File: src/rtl/dec_arb.sv
// Four-way round-robin front end for a shared combinational ECC decoder.
// Issues one codeword at a time, holds the response until it is accepted, and keeps saturating error counters.
module dec_arb #(
    parameter int unsigned CNT_W = 16
) (
    input  logic             clk,
    input  logic             rst,
    input  logic [3:0]       req_valid,
    input  logic [563:0]     req_data,
    output logic [3:0]       req_ready,
    output logic [140:0]     dec_in,
    input  logic [126:0]     dec_out,
    input  logic [13:0]      dec_syn,
    input  logic             dec_err,
    input  logic             dec_sgl,
    input  logic             dec_dbl,
    output logic             resp_valid,
    input  logic             resp_ready,
    output logic [1:0]       resp_id,
    output logic [126:0]     resp_data,
    output logic [13:0]      resp_syn,
    output logic             resp_sgl,
    output logic             resp_dbl,
    output logic             resp_unc,
    input  logic             clr_cnt,
    output logic [CNT_W-1:0] cnt_sgl,
    output logic [CNT_W-1:0] cnt_dbl,
    output logic [CNT_W-1:0] cnt_unc
);

    localparam int unsigned NREQ = 4;
    localparam int unsigned CW   = 141;

    typedef enum logic [1:0] {
        IDLE,
        DEC,
        HOLD
    } state_t;

    state_t        state;
    logic [1:0]    last_gnt;
    logic [1:0]    gnt_idx;
    logic          gnt_any;
    logic [CW-1:0] sel_data;
    logic          unc;
    logic          inc_sgl;
    logic          inc_dbl;
    logic          inc_unc;

    // Round-robin search starting just after the last granted requester.
    always_comb begin
        gnt_idx = 2'd0;
        gnt_any = 1'b0;
        for (int unsigned k = 1; k <= NREQ; k++) begin
            if (!gnt_any && req_valid[last_gnt + 2'(k)]) begin
                gnt_idx = last_gnt + 2'(k);
                gnt_any = 1'b1;
            end
        end
    end

    always_comb begin
        case (gnt_idx)
            2'd0:    sel_data = req_data[0*CW +: CW];
            2'd1:    sel_data = req_data[1*CW +: CW];
            2'd2:    sel_data = req_data[2*CW +: CW];
            default: sel_data = req_data[3*CW +: CW];
        endcase
    end

    // Grant is only offered while idle and out of reset.
    always_comb begin
        req_ready = 4'b0000;
        if (state == IDLE && gnt_any && !rst) begin
            req_ready[gnt_idx] = 1'b1;
        end
    end

    assign unc     = dec_err & ~dec_sgl & ~dec_dbl;
    assign inc_sgl = (state == DEC) & dec_err & dec_sgl;
    assign inc_dbl = (state == DEC) & dec_err & dec_dbl;
    assign inc_unc = (state == DEC) & unc;

    always_ff @(posedge clk) begin
        if (rst) begin
            state      <= IDLE;
            last_gnt   <= 2'd3;
            dec_in     <= '0;
            resp_id    <= 2'd0;
            resp_valid <= 1'b0;
            resp_data  <= '0;
            resp_syn   <= '0;
            resp_sgl   <= 1'b0;
            resp_dbl   <= 1'b0;
            resp_unc   <= 1'b0;
        end else begin
            case (state)
                IDLE: begin
                    if (gnt_any) begin
                        dec_in   <= sel_data;
                        resp_id  <= gnt_idx;
                        last_gnt <= gnt_idx;
                        state    <= DEC;
                    end
                end
                DEC: begin
                    resp_data  <= dec_out;
                    resp_syn   <= dec_syn;
                    resp_sgl   <= dec_sgl;
                    resp_dbl   <= dec_dbl;
                    resp_unc   <= unc;
                    resp_valid <= 1'b1;
                    state      <= HOLD;
                end
                HOLD: begin
                    if (resp_ready) begin
                        resp_valid <= 1'b0;
                        state      <= IDLE;
                    end
                end
                default: state <= IDLE;
            endcase
        end
    end

    // Saturating statistics; clear wins over a coincident increment.
    always_ff @(posedge clk) begin
        if (rst || clr_cnt) begin
            cnt_sgl <= '0;
            cnt_dbl <= '0;
            cnt_unc <= '0;
        end else begin
            if (inc_sgl && cnt_sgl != '1) cnt_sgl <= cnt_sgl + CNT_W'(1);
            if (inc_dbl && cnt_dbl != '1) cnt_dbl <= cnt_dbl + CNT_W'(1);
            if (inc_unc && cnt_unc != '1) cnt_unc <= cnt_unc + CNT_W'(1);
        end
    end

endmodule

File: config.mk
export PLATFORM = sky130hd
export DESIGN_NAME = dec_arb
export DESIGN_NICKNAME = d
export VERILOG_FILES = /design/src/rtl/dec_arb.sv
export SDC_FILE = /design/constraint.sdc
export NUM_CORES = 1
export LEC_CHECK = 0
export ABC_CLOCK_PERIOD_IN_PS = 4200
export CAP_MARGIN = 20
export CORE_AREA = 5 5 406 408
export DETAILED_ROUTE_END_ITERATION = 16
export DIE_AREA = 0 0 411 413
export PLACE_DENSITY = 0.39
export SLEW_MARGIN = 15
export SYNTH_ARGS = -nofsm -noshare
export SYNTH_HDL_FRONTEND = slang
export SYNTH_SLANG_ARGS = --single-unit
export TNS_END_PERCENT = 1
File: constraint.sdc
create_clock -name clk -period 4.2 [get_ports clk]
set_input_delay 0.42 -clock clk [delete_from_list [all_inputs] [get_ports clk]]
set_output_delay 0.42 -clock clk [all_outputs]
set_load 0.02 [all_outputs]
After elaboration in Yosys (flattened, before gate mapping)

Cells that the tools add are included.

Logic and storage cells: 87
Register bits after elaboration: 340
Output and inout bits: 340
Input bits: 716

Reduce and logical (&&, ||, !) cells: 20
Equal/unequal tests: 9
Bitwise logic cells: 8
Magnitude comparators: 6
Muxes and demuxes: 25
$add $sub $neg: 6

Operators by type and width:

| cell                                                                                 | count |
|---|---|
| 141-bit case mux with 3 select lines                                                 | 1 |
| 16-bit by 1-bit adder with 16-bit output (second input constant)                     | 3 |
| 16-bit inequality test (second input constant)                                       | 3 |
| 2-bit by 3-bit < comparator with 1-bit output (second input constant)                | 5 |
| 2-bit two-way mux                                                                    | 6 |
| 1-bit two-way mux                                                                    | 10 |
| 1-bit logical AND                                                                    | 9 |
| 1-bit binary-select mux with 2-bit select                                            | 4 |
| 1-bit bitwise AND                                                                    | 6 |
| 2-bit case mux with 3 select lines                                                   | 1 |
| 2-bit AND reduction                                                                  | 3 |
| 2-bit adder (second input constant)                                                  | 2 |
| 2-bit by 1-bit == test with 1-bit output (second input constant)                     | 2 |
| 2-bit == test (second input constant)                                                | 2 |
| 1-bit zero test                                                                      | 4 |
| 2-bit zero test                                                                      | 2 |
| 4-bit two-way mux                                                                    | 1 |
| 2-bit inequality test (second input constant)                                        | 2 |
| 2-bit by 1-bit adder with 2-bit output (second input constant)                       | 1 |
| 1-bit demux with 2-bit select                                                        | 1 |
| 2-bit by 1-bit greater-or-equal comparator with 1-bit output (second input constant) | 1 |
| 1-bit NOT                                                                            | 2 |
| 1-bit case mux with 2 select lines                                                   | 1 |
| 2-bit nonzero test                                                                   | 1 |
| 1-bit logical OR                                                                     | 1 |

Depth between registers and ports, before layout

Gate-level depths: netlist (run 1).

Depth after elaboration: 18
Gate-level depth with buffers: 7
Gate-level depth less buffers: 6

Least setup slack after synthesis (run 1)

Ideal clock, no wire load.

Path type: input to output
Start point: in req_valid[0]
End point: out req_ready[3]
Data required time: 3,780 ps
Arrival: 1,743 ps
Setup slack: 2,037 ps
Stages: 6
Path buffers: 2
Path through: o21ai_1 -> o221a_2 -> clkbuf_1 -> buf_1 -> nand2_1 -> nor2_1

Longest elaborated chain between the ends: 17
Elaborated cells on any way between the ends: 30
Those cells by class: order compare (2); mux (19); reduce/logical (9)

RTL lines:

| item                                                                                                                                                       | RTL line | RTL |
|---|---|---|
| from (decl)                                                                                                                                                | 8        | `input logic [3:0] req_valid,` |
| 1-bit binary-select mux with 2-bit select                                                                                                                  | 55       | `if (!gnt_any && req_valid[last_gnt + 2'(k)]) begin` |
| 1-bit two-way mux (implied by the code)                                                                                                                    | 55       |  |
| 1-bit two-way mux                                                                                                                                          | 55       |  |
| 1-bit zero test                                                                                                                                            | 55       |  |
| 1-bit logical AND                                                                                                                                          | 55       |  |
| 1-bit two-way mux                                                                                                                                          | 55       |  |
| 1-bit zero test                                                                                                                                            | 55       |  |
| 1-bit logical AND                                                                                                                                          | 55       |  |
| 1-bit two-way mux                                                                                                                                          | 55       |  |
| 1-bit zero test                                                                                                                                            | 55       |  |
| 1-bit logical AND                                                                                                                                          | 55       |  |
| 2-bit two-way mux                                                                                                                                          | 55       |  |
| 2-bit by 3-bit < comparator with 1-bit output (implied by the code) / 2-bit by 1-bit greater-or-equal comparator with 1-bit output (equally long branches) | 75       | `req_ready[gnt_idx] = 1'b1;` |
| 1-bit logical AND (implied by the code)                                                                                                                    | 75       |  |
| 1-bit two-way mux (implied by the code)                                                                                                                    | 75       |  |
| 1-bit demux with 2-bit select                                                                                                                              | 75       |  |
| 4-bit two-way mux *                                                                                                                                        | 74       | `if (state == IDLE && gnt_any && !rst) begin` |
| to (decl)                                                                                                                                                  | 10       | `output logic [3:0] req_ready,` |

Every way passes the cells marked *; elsewhere a longest branch is shown, timed or not. The select of a mux whose other input is x is not followed.

Worst setup path after layout (run 1)

Start point: reg last_gnt[1]
End point: out req_ready[3]

Longest elaborated chain between the ends: 18
Elaborated cells on any way between the ends: 33
Those cells by class: add/sub (3); order compare (2); mux (19); reduce/logical (9)

RTL lines:

| item                                                                                                                                                       | RTL line | RTL |
|---|---|---|
| from (decl)                                                                                                                                                | 41       | `logic [1:0] last_gnt;` |
| from (signal assigned)                                                                                                                                     | 102      | `last_gnt <= gnt_idx;` |
| 2-bit by 1-bit adder with 2-bit output                                                                                                                     | 55, 56   |  |
| 1-bit binary-select mux with 2-bit select                                                                                                                  | 55       |  |
| 1-bit two-way mux (implied by the code)                                                                                                                    | 55       |  |
| 1-bit two-way mux                                                                                                                                          | 55       |  |
| 1-bit zero test                                                                                                                                            | 55       |  |
| 1-bit logical AND                                                                                                                                          | 55       |  |
| 1-bit two-way mux                                                                                                                                          | 55       |  |
| 1-bit zero test                                                                                                                                            | 55       |  |
| [... 2 more ...]                                                                                                                                           | --       |  |
| 1-bit zero test                                                                                                                                            | 55       |  |
| 1-bit logical AND                                                                                                                                          | 55       |  |
| 2-bit two-way mux                                                                                                                                          | 55       |  |
| 2-bit by 3-bit < comparator with 1-bit output (implied by the code) / 2-bit by 1-bit greater-or-equal comparator with 1-bit output (equally long branches) | 75       |  |
| 1-bit logical AND (implied by the code)                                                                                                                    | 75       |  |
| 1-bit two-way mux (implied by the code)                                                                                                                    | 75       |  |
| 1-bit demux with 2-bit select                                                                                                                              | 75       |  |
| 4-bit two-way mux *                                                                                                                                        | 74       |  |

Marked as above.

==> results of run 1 <==
-- critical path: stages (launching register included) --
cell and delay, ps:
dfxtp_1 390, o21ai_1 220, o221a_4 530, nand2_1 230, nor2_1 190, clkdlybuf4s50_1 640
-- stage by stage --
step	cells	total power [mW]	hold WS (ps)
detailed placement	5261	7.93	446
finish	5389	12.2	87.7
CTS	5352	12.5	25.4
floorplan	2162	5.52	477
global route	5372	12.8	56.1
global placement	5260	7.92	442
-- report_power, final --
| group | internal [mW] | total [mW] | switching, mW |
|---|---|---|---|
| sequential | 3.59 | 3.83 | 0.238 |
| clock | 2.60 | 4.45 | 1.85 |
| combinational | 1.70 | 3.95 | 2.24 |
-- sequential cells by signal, indices dropped and copies added (netlist names), 2 cells and up --
register	cells
cnt_unc	16
last_gnt	2
state	2
cnt_sgl	16
dec_in	141
resp_syn	14
cnt_dbl	16
resp_data	127
resp_id	2
-- path summary, 6_finish.rpt --
check                       end  slack [ps]  depth (start not counted)
setup / recovery   req_ready[3]         940                          5
hold / removal         resp_dbl          90                          2
setup reg to reg     dec_in[37]        1510                          7
hold reg to reg   resp_data[96]         450                          2
-- placed cells by master, fill, tap and decap left out, types with 4 or more instances in the layout --
cell             count
clkinv_2            10
nand2_1            779
nor3_1              11
a21oi_1            277
xor2_1              12
clkbuf_8            10
and2_1               5
xnor2_1             24
mux2i_1             36
and3_1               9
o21ai_1              7
bufinv_16            4
a21oi_2            100
buf_12              15
clkdlybuf4s50_1   1054
and4_1               4
nand3_1             73
o21ai_0              4
diode_2             37
buf_4               23
clkbuf_16           49
a211oi_1             6
nor2_1              57
dfxtp_1            340
o211ai_1            36
mux2_1              31
nor4_1               4
a211o_1            111
nand4_1             10
inv_1                9
or3_1                8
clkbuf_1            13
-- layout make-up --
cell class                 count  area (µm²)  area share, %
clock inverter                19         268          0.857
clock buffer                  72        1410           4.52
timing repair buffer        1094       11000           35.3
multi-input combinational   1643        8860           28.4
antenna                       37        92.6          0.296
tap                         2175        2720           8.71
inverter                       9        33.8          0.108
sequential                   340        6810           21.8
-- kinds of logic (layout without fill, tap and decap cells) --
family                     count (synthesis)  after routing  share of synthesized area [%]
buffers and inverters                    179           1194                           4.84
other                                      0             37                              0
DFF                                      340            340                           41.5
muxes                                     67             67                           4.33
and+or+nand+nor                          988            988                           24.7
xor gates and xnor gates                  36             36                           1.92
AOI/OAI and AO/OA                        549            549                           22.5
adders and majority gates                  3              3                          0.229
-- metal layers --
layer / GRT usage, % / vias up
met5: 0.575 / -
met4: 5.41 / 60
met3: 6.29 / 193
met2: 25.9 / 773
met1: 16.7 / 9496
li1: - / 9367
==> results.json, run 1 <==
{
  "stdcell_area_um2": 31200,
  "initial_core_util_pct": 10.2,
  "grt_max_degree": 143,
  "area_delta_synth_final_pct": 90.4,
  "hold_viol": 0,
  "drt-total-wl_mm": 137,
  "ctsResizeCount": 0,
  "viasPerCell": 3.69,
  "die_area_um2": 170000,
  "ys_seq_elements": 340,
  "fin_util_pct": 19.4,
  "routedWlPerCell_um": 25.4,
  "ys_seq_area_share_pct": 41.5,
  "worst_hold_path_type": "input pin to flop",
  "finalMaxSlewViolations": 0,
  "cp-end-kind": "output port",
  "peakVddDrop_mv": 0.308,
  "clk_latency_ps": 650,
  "clkTransAtPathRegs_ps": 60,
  "clock.fmax_mhz": 306,
  "dr.pass1.iters": 5,
  "rows": 148,
  "portBuffers": 1055,
  "min-delay-start": "rst",
  "cp_max_fo": 14,
  "wl_met1_mm": 52.2,
  "worst-setup-path-type": "flop to output port",
  "async_flop_share_pct": 0,
  "grt_pass1_wl_mm": 177,
  "synth_flop_cell": "dfxtp_1",
  "yosysUniqueCellTypes": 53,
  "synth_area_um2": 16400,
  "synth_area_leaders": "dfxtp_1 41%, nand2_1 18%, a21oi_1 8.5%",
  "setup_ws_ps": 936,
  "skew_ps": 39.5,
  "dpl_cell_area_um2": 29500,
  "routed.top_layer": "met5",
  "maxCapViolCount": 0,
  "status": "finished, final reports clean",
  "place_congestion": 0.880,
  "p_leak_nw": 11.4,
  "synth.avg_cell_area_um2": 7.59,
  "core_um2": 161000,
  "wl_met3_mm": 13.1,
  "slew_headroom_pct": 30.1,
  "arrival_ps": 2840,
  "syn_nets": 2881,
  "cts_made_buffers": 49,
  "cts_tree": "done",
  "worst-slew-pin-transition_ps": 1040,
  "grt_use_total_pct": 15.1,
  "fin_tns_setup_ps": 0,
  "rsz0062_at_grt": "false",
  "pre_cts_slack_ps": 887,
  "powerDensity_nw_per_um2": 391,
  "antenna_left": 0,
  "dp_hpwl_mm": 112,
  "netlist.area_leader.share_pct": 41.5,
  "grt_antenna_before_repair": 93,
  "cts_hold_buf": 0,
  "die_x_um": 411,
  "ios": 1056,
  "htreeDepth": 2,
  "post-route-period-util_pct": 77.7,
  "drtIter0Drc": 1082,
  "timing.rr.start": "last_gnt[0]",
  "syn_inst": 2162,
  "nNetsFinal": 3856,
  "final_layout_size_suffix_gt1_share_pct": 7.37,
  "worstSetupStartpoint": "last_gnt[1]",
  "ys_warn_count": 0,
  "netlist_top_cells_count": "779 x nand2_1, 340 x dfxtp_1, 277 x a21oi_1",
  "required_ps": 3780,
  "cts.sinks": 340,
  "finalSetupViolCount": 0,
  "die_h_um": 413,
  "num_vias": 19889,
  "startpoint_type": "flop",
  "synth_edf_count": 0,
  "gr-total-overflow": 0,
  "nFillCells": 18134,
  "cts_buffer_depth": 3,
  "period_needed_ps": 3260,
  "wl_met2_mm": 67.3,
  "synth_top_area_cell": "dfxtp_1",
  "grt_pass1_vias": 20082,
  "cts_setup_buffers": 0,
  "clockRootBuffer": "clkbuf_16",
  "drcViolationCount": 0,
  "yosysMostFrequentCell": "nand2_1"
}
(Power assumes the default switching activity.)
==> run 2, diff against run 1 <==
Settings changed: ABC_CLOCK_PERIOD_IN_PS 4200 to 3230, CORE_AREA 5 5 406 408 to 5 5 410 412, DIE_AREA 0 0 411 413 to 0 0 415 417.
Clock period 4.2 ns to 3.23 ns, I/O delays scaled along.
==> run 2 against run 1 <==
  * Sequential power up 29%
  * Worst hold slack better by 130 ps
  * Largest cell class unchanged
  * Highest routed layer unchanged
  * Register-to-register slack worse by 640 ps
  * Final cell count up 0.15%
  * Critical endpoint is now req_ready[1]
==> results.json, run 2 (same netlist as run 1, synthesis figures left out) <==
{
  "worstSetupStartpoint": "req_valid[3]",
  "finalMaxSlewViolations": 0,
  "htreeDepth": 2,
  "drtIter0Drc": 1092,
  "maxCapViolCount": 0,
  "cp-end-kind": "output port",
  "viasPerCell": 3.59,
  "top_regs": "dec_in (141), resp_data (127)",
  "regMostFlops": "dec_in",
  "worst_hold_path_type": "input pin to flop",
  "hold_viol": 0,
  "final_common_cell": "clkdlybuf4s50_1",
  "clkTransAtPathRegs_ps": 70,
  "layout.cells.most_common_list": "1,054 x clkdlybuf4s50_1, 779 x nand2_1, 340 x dfxtp_1",
  "cts.sinks": 340,
  "skew_ps": 54.8,
  "status": "finished, final reports clean",
  "rows": 149,
  "timing.rr.start": "state[1]",
  "cp_max_fo": 12,
  "nNetsFinal": 3885,
  "dr.pass1.iters": 6,
  "cts_tree": "done",
  "cts_buffer_depth": 3,
  "gr-total-overflow": 0,
  "post-route-period-util_pct": 94.4,
  "final_layout_size_suffix_gt1_share_pct": 8.30,
  "portBuffers": 1055,
  "required_ps": 2910,
  "seqPwrFrac_pct": 30.9,
  "cts_made_buffers": 49,
  "area_delta_synth_final_pct": 92.4,
  "p_leak_nw": 11.6,
  "p_sw_mw": 5.35,
  "initial_core_util_pct": 10.0,
  "num_vias": 19353,
  "drcViolationCount": 0,
  "place_congestion": 0.861,
  "dp_hpwl_mm": 86.4,
  "grt_antenna_before_repair": 28,
  "antenna_left": 0,
  "p_clk_share_pct": 38.2,
  "clk_latency_ps": 650,
  "grt_pass1_wl_mm": 150,
  "drt-total-wl_mm": 110,
  "switching_share_pct": 33.5,
  "fin_tns_setup_ps": 0,
  "clockRootBuffer": "clkbuf_16",
  "period_needed_ps": 3050,
  "arrival_ps": 2730,
  "worst-setup-path-type": "input pin to output port",
  "largest_reg_flops": 141,
  "startpoint_type": "input pin",
  "die_area_um2": 173000,
  "peakVddDrop_mv": 0.351,
  "finalSetupViolCount": 0,
  "min-delay-start": "dec_out[34]",
  "die_x_um": 415,
  "core_um2": 164000,
  "routedWlPerCell_um": 20.4,
  "grt_use_total_pct": 11.9,
  "placed_cells": 5303,
  "powerDensity_nw_per_um2": 506,
  "combPwrFrac_pct": 31.0,
  "final_cells": 5397,
  "grt_max_degree": 153,
  "die_h_um": 417,
  "clock.fmax_mhz": 328,
  "ios": 1056,
  "intPower_mw": 10.6,
  "grt_pass1_vias": 19495,
  "rsz0062_at_grt": "false",
  "worst-slew-pin-transition_ps": 1110,
  "slew_headroom_pct": 25.7
}
==> run 2: cell count changes in the layout (fill, tap and decap cells not counted), moves of 2 or more <==
cell,delta
clkinvlp_4,+3
clkbuf_8,-4
buf_4,+24
buf_12,+5
clkbuf_1,-6
clkinv_2,-2
bufinv_16,+5
diode_2,-32
==> run 2: cell type report <==
type / instances / area [µm²]
Antenna cell: 5 / 12.5
Fill cell: 18420 / 132000
Clock inverter: 26 / 439
Tap cell: 2189 / 2740
Timing Repair Buffer: 1123 / 11300
Clock buffer: 62 / 1340
Inverter: 9 / 33.8
Sequential cell: 340 / 6810
Multi-Input combinational cell: 1643 / 8870
==> run 2: metal layers <==
metal / track usage [%] / up-vias / routed length [µm]
li1: - / 9367 / -
met1: 13.3 / 9130 / 42400
met2: 21.0 / 682 / 55200
met3: 4.00 / 150 / 8510
met4: 4.25 / 24 / 3980
met5: 0 / - / 143
==> run 2: power groups by stage <==
stage	clock, mW	sequential, mW	combinational, mW
after floorplan	0	5.54	1.64
after global placement	0	5.01	5.04
after detailed placement	0	5.01	5.02
after CTS	6.42	4.93	5.05
after global routing	6.55	4.99	5.28
final	6.10	4.93	4.95
==> run 2: repair_timing <==
item / in CTS / in global routing
hold endpoints to repair: 1 / 0
hold buffers: 1 / 0
resized for setup: 0 / 0
setup buffers: 0 / 0
==> run 2: worst max-delay path, stage by stage <==
cell,delay [ps]
clkdlybuf4s50_1,670
nor2_1,90
nor3_1,530
nor3_2,100
buf_4,220
nor2_1,150
clkdlybuf4s50_1,630
==> run 2: through the flow <==
stage / hold slack, ps / utilization [%] / cell area, µm² / worst slack [ps] / total power, mW
floorplan: 459 / - / 16400 / 1200 / 7.17
global placement: 441 / 18.1 / 29800 / 176 / 10.0
detailed placement: 446 / 18.1 / 29800 / 123 / 10.0
CTS: 126 / 19.2 / 31500 / 91.0 / 16.4
global route: 158 / 19.2 / 31600 / 10.7 / 16.8
finish: 216 / 19.2 / 31600 / 180 / 16.0
==> run 2: worst paths after layout <==
check        slack (ps)             end  depth (start not counted)
max                 180    req_ready[1]                          7
min                 220   resp_data[34]                          3
max reg2reg         870      dec_in[80]                          5
min reg2reg         450  resp_data[100]                          2
==> edit: new RTL, flow settings as in run 2 <==
Set the parameter `CNT_W` to 18 (it was 16).
--- a/src/rtl/dec_arb.sv
+++ b/src/rtl/dec_arb.sv
@@ -1,7 +1,7 @@
 // Four-way round-robin front end for a shared combinational ECC decoder.
 // Issues one codeword at a time, holds the response until it is accepted, and keeps saturating error counters.
 module dec_arb #(
-    parameter int unsigned CNT_W = 16
+    parameter int unsigned CNT_W = 18
 ) (
     input  logic             clk,
     input  logic             rst,
Ports: changed (resized cnt_dbl, cnt_sgl and cnt_unc); port bits go from 1056 to 1062. The function was not compared with the original's and may differ.
==> edit against run 2 <==
Synthesized cell count fell by 13%. Synthesized area up 1.9%. Clock skew down 0.021 ns. Total power grew 3.4%. First-iteration DRC count is 11% lower. Setup slack better by 0.068 ns. Sequential power grew 2%. Sequential cell count is 6 higher. Non-clock buffer count up 5. Clock power rose by 3%. Cell area grew 1.3%. Final cell count fell by 4.5%. Routed wire length increased by 23%. Critical path type is now flip-flop to output pin. Largest power group unchanged.
==> edit: results (changes against run 2) <==
Synth area leaders dfxtp_1, mux2i_1, nand2_1; dpl hpwl 112 mm (+29%); # Max-Cap Violations 0 (unchanged); Top Family by Delay on Critical Path simple AND/OR/NAND/NOR gates; initial antenna violation count 77 (+180%); largest net degree at the start of global routing 92 (-40%); Arr. time, crit path 2.66 ns (-0.07 ns); DRT Pass-1 Iters 4 (-2); All-Layer GR Usage 14.8% (+2.9 points); distinct cell type count after synthesis 63 (+19%); syn_nets 2,600 (-9.8%); share of layout cells above drive strength 1 7.71% (-0.59 points); Fill cells 18.3k (-0.69%); status finished, final reports clean; First DRT Iteration DRCs 967 (-11%); synth cell count leaders nand2_1, dfxtp_1, mux2i_1, a21oi_1, nand3_1; Post-Route Skew 0.0337 ns (-0.0211 ns); per-cell routed wire length 26.2 µm (+29%); Crit Path Max Fanout 10 (-2); DP Worst Slack 0.350 ns (+0.227 ns); Placer Congestion 0.901 (+4.6%); Worst slew margin 43.3% (+18 points); vias per cell 3.64 (+1.6%); clk_lat worst skew 0.63 ns (-0.02 ns); final net count 3,631 (-6.5%); GR Util met1 16.5% (+3.2 points); I/O Buffers 1,061 (+0.57%); number of CTS-inserted buffers 54 (+10%); M3 GR Usage 7.20% (+3.2 points); FF-to-FF path depth 7 (+2); sequential area share after synthesis 41.4% (-0.073 points); Pleak 0.0113 µW (-2.2%); vias in the first global route 19.0k (-2.7%)
edit: cell count changes in the layout (fill, tap and decap cells not counted), sizes merged, moves of 6 or more:
cell	delta
nand4	+9
dfxtp	+6
a211o	-109
a21oi	-215
clkbuf	+19
nand2	-415
nand3	+31
o211ai	+15
inv	-6
a2bb2oi	+96
mux2i	+205
nor2	+6
o21ai	+95
mux2	+14
edit: tightest hold or removal path: stages:
cell and delay, ns:
clkdlybuf4s50_1 0.39, nand2_1 0.05, a21oi_1 0.05
edit: path summary, 6_finish.rpt:
kind                                    start             to  slack [ns]
worst min register to register  resp_data[25]  resp_data[25]        0.45
worst min-delay path              dec_out[16]  resp_data[16]        0.22
worst max register to register    last_gnt[1]     dec_in[31]        0.75
worst max-delay path                 state[1]   req_ready[1]        0.25
edit: metrics by stage:
step	hold slack (ns)	total power, µW	cells	area, µm²
finish	0.220	16500	5152	32000
global route	0.178	17300	5148	32000
floorplan	0.459	7380	1881	16700
detailed placement	0.446	10400	5044	30100
CTS	0.138	16900	5145	32000
global placement	0.441	10400	5044	30100
edit: final cells by class:
class	instances	area share [%]
antenna	7	0.0548
clock buffer	81	4.95
clock inverter	19	0.877
inverter	4	0.0470
multi-input combinational	1378	27.8
sequential	346	21.7
tap	2189	8.57
timing repair buffer	1128	36.1
edit: cell families (layout without fill, tap and decap cells):
| family | after synthesis | count (layout) | share of synthesized area (%) |
|---|---|---|---|
| DFF | 346 | 346 | 41.4 |
| xor gates and xnor gates | 40 | 40 | 2.10 |
| other | 0 | 7 | 0 |
| adders and majority gates | 3 | 3 | 0.225 |
| buffers and inverters | 157 | 1232 | 5.83 |
| and+or+nand+nor | 612 | 612 | 16.3 |
| AOI/OAI and AO/OA | 437 | 437 | 16.6 |
| muxes | 286 | 286 | 17.5 |
edit: layer usage:
layer  part of all wire, %  vias up  routed length, µm
li1                      -     8804                  -
met1                    38     9004              51900
met2                    49      760              66000
met3                    11      183              14500
met4                   1.9       28               2590
met5                  0.15        -                200
edit: power breakdown:
part / switching, µW / leakage [µW] / internal, µW
clock network: 2500 / 0.000907 / 3790
registers: 301 / 0.00284 / 4750
logic: 2640 / 0.00760 / 2540
total: 5450 / 0.0113 / 11100
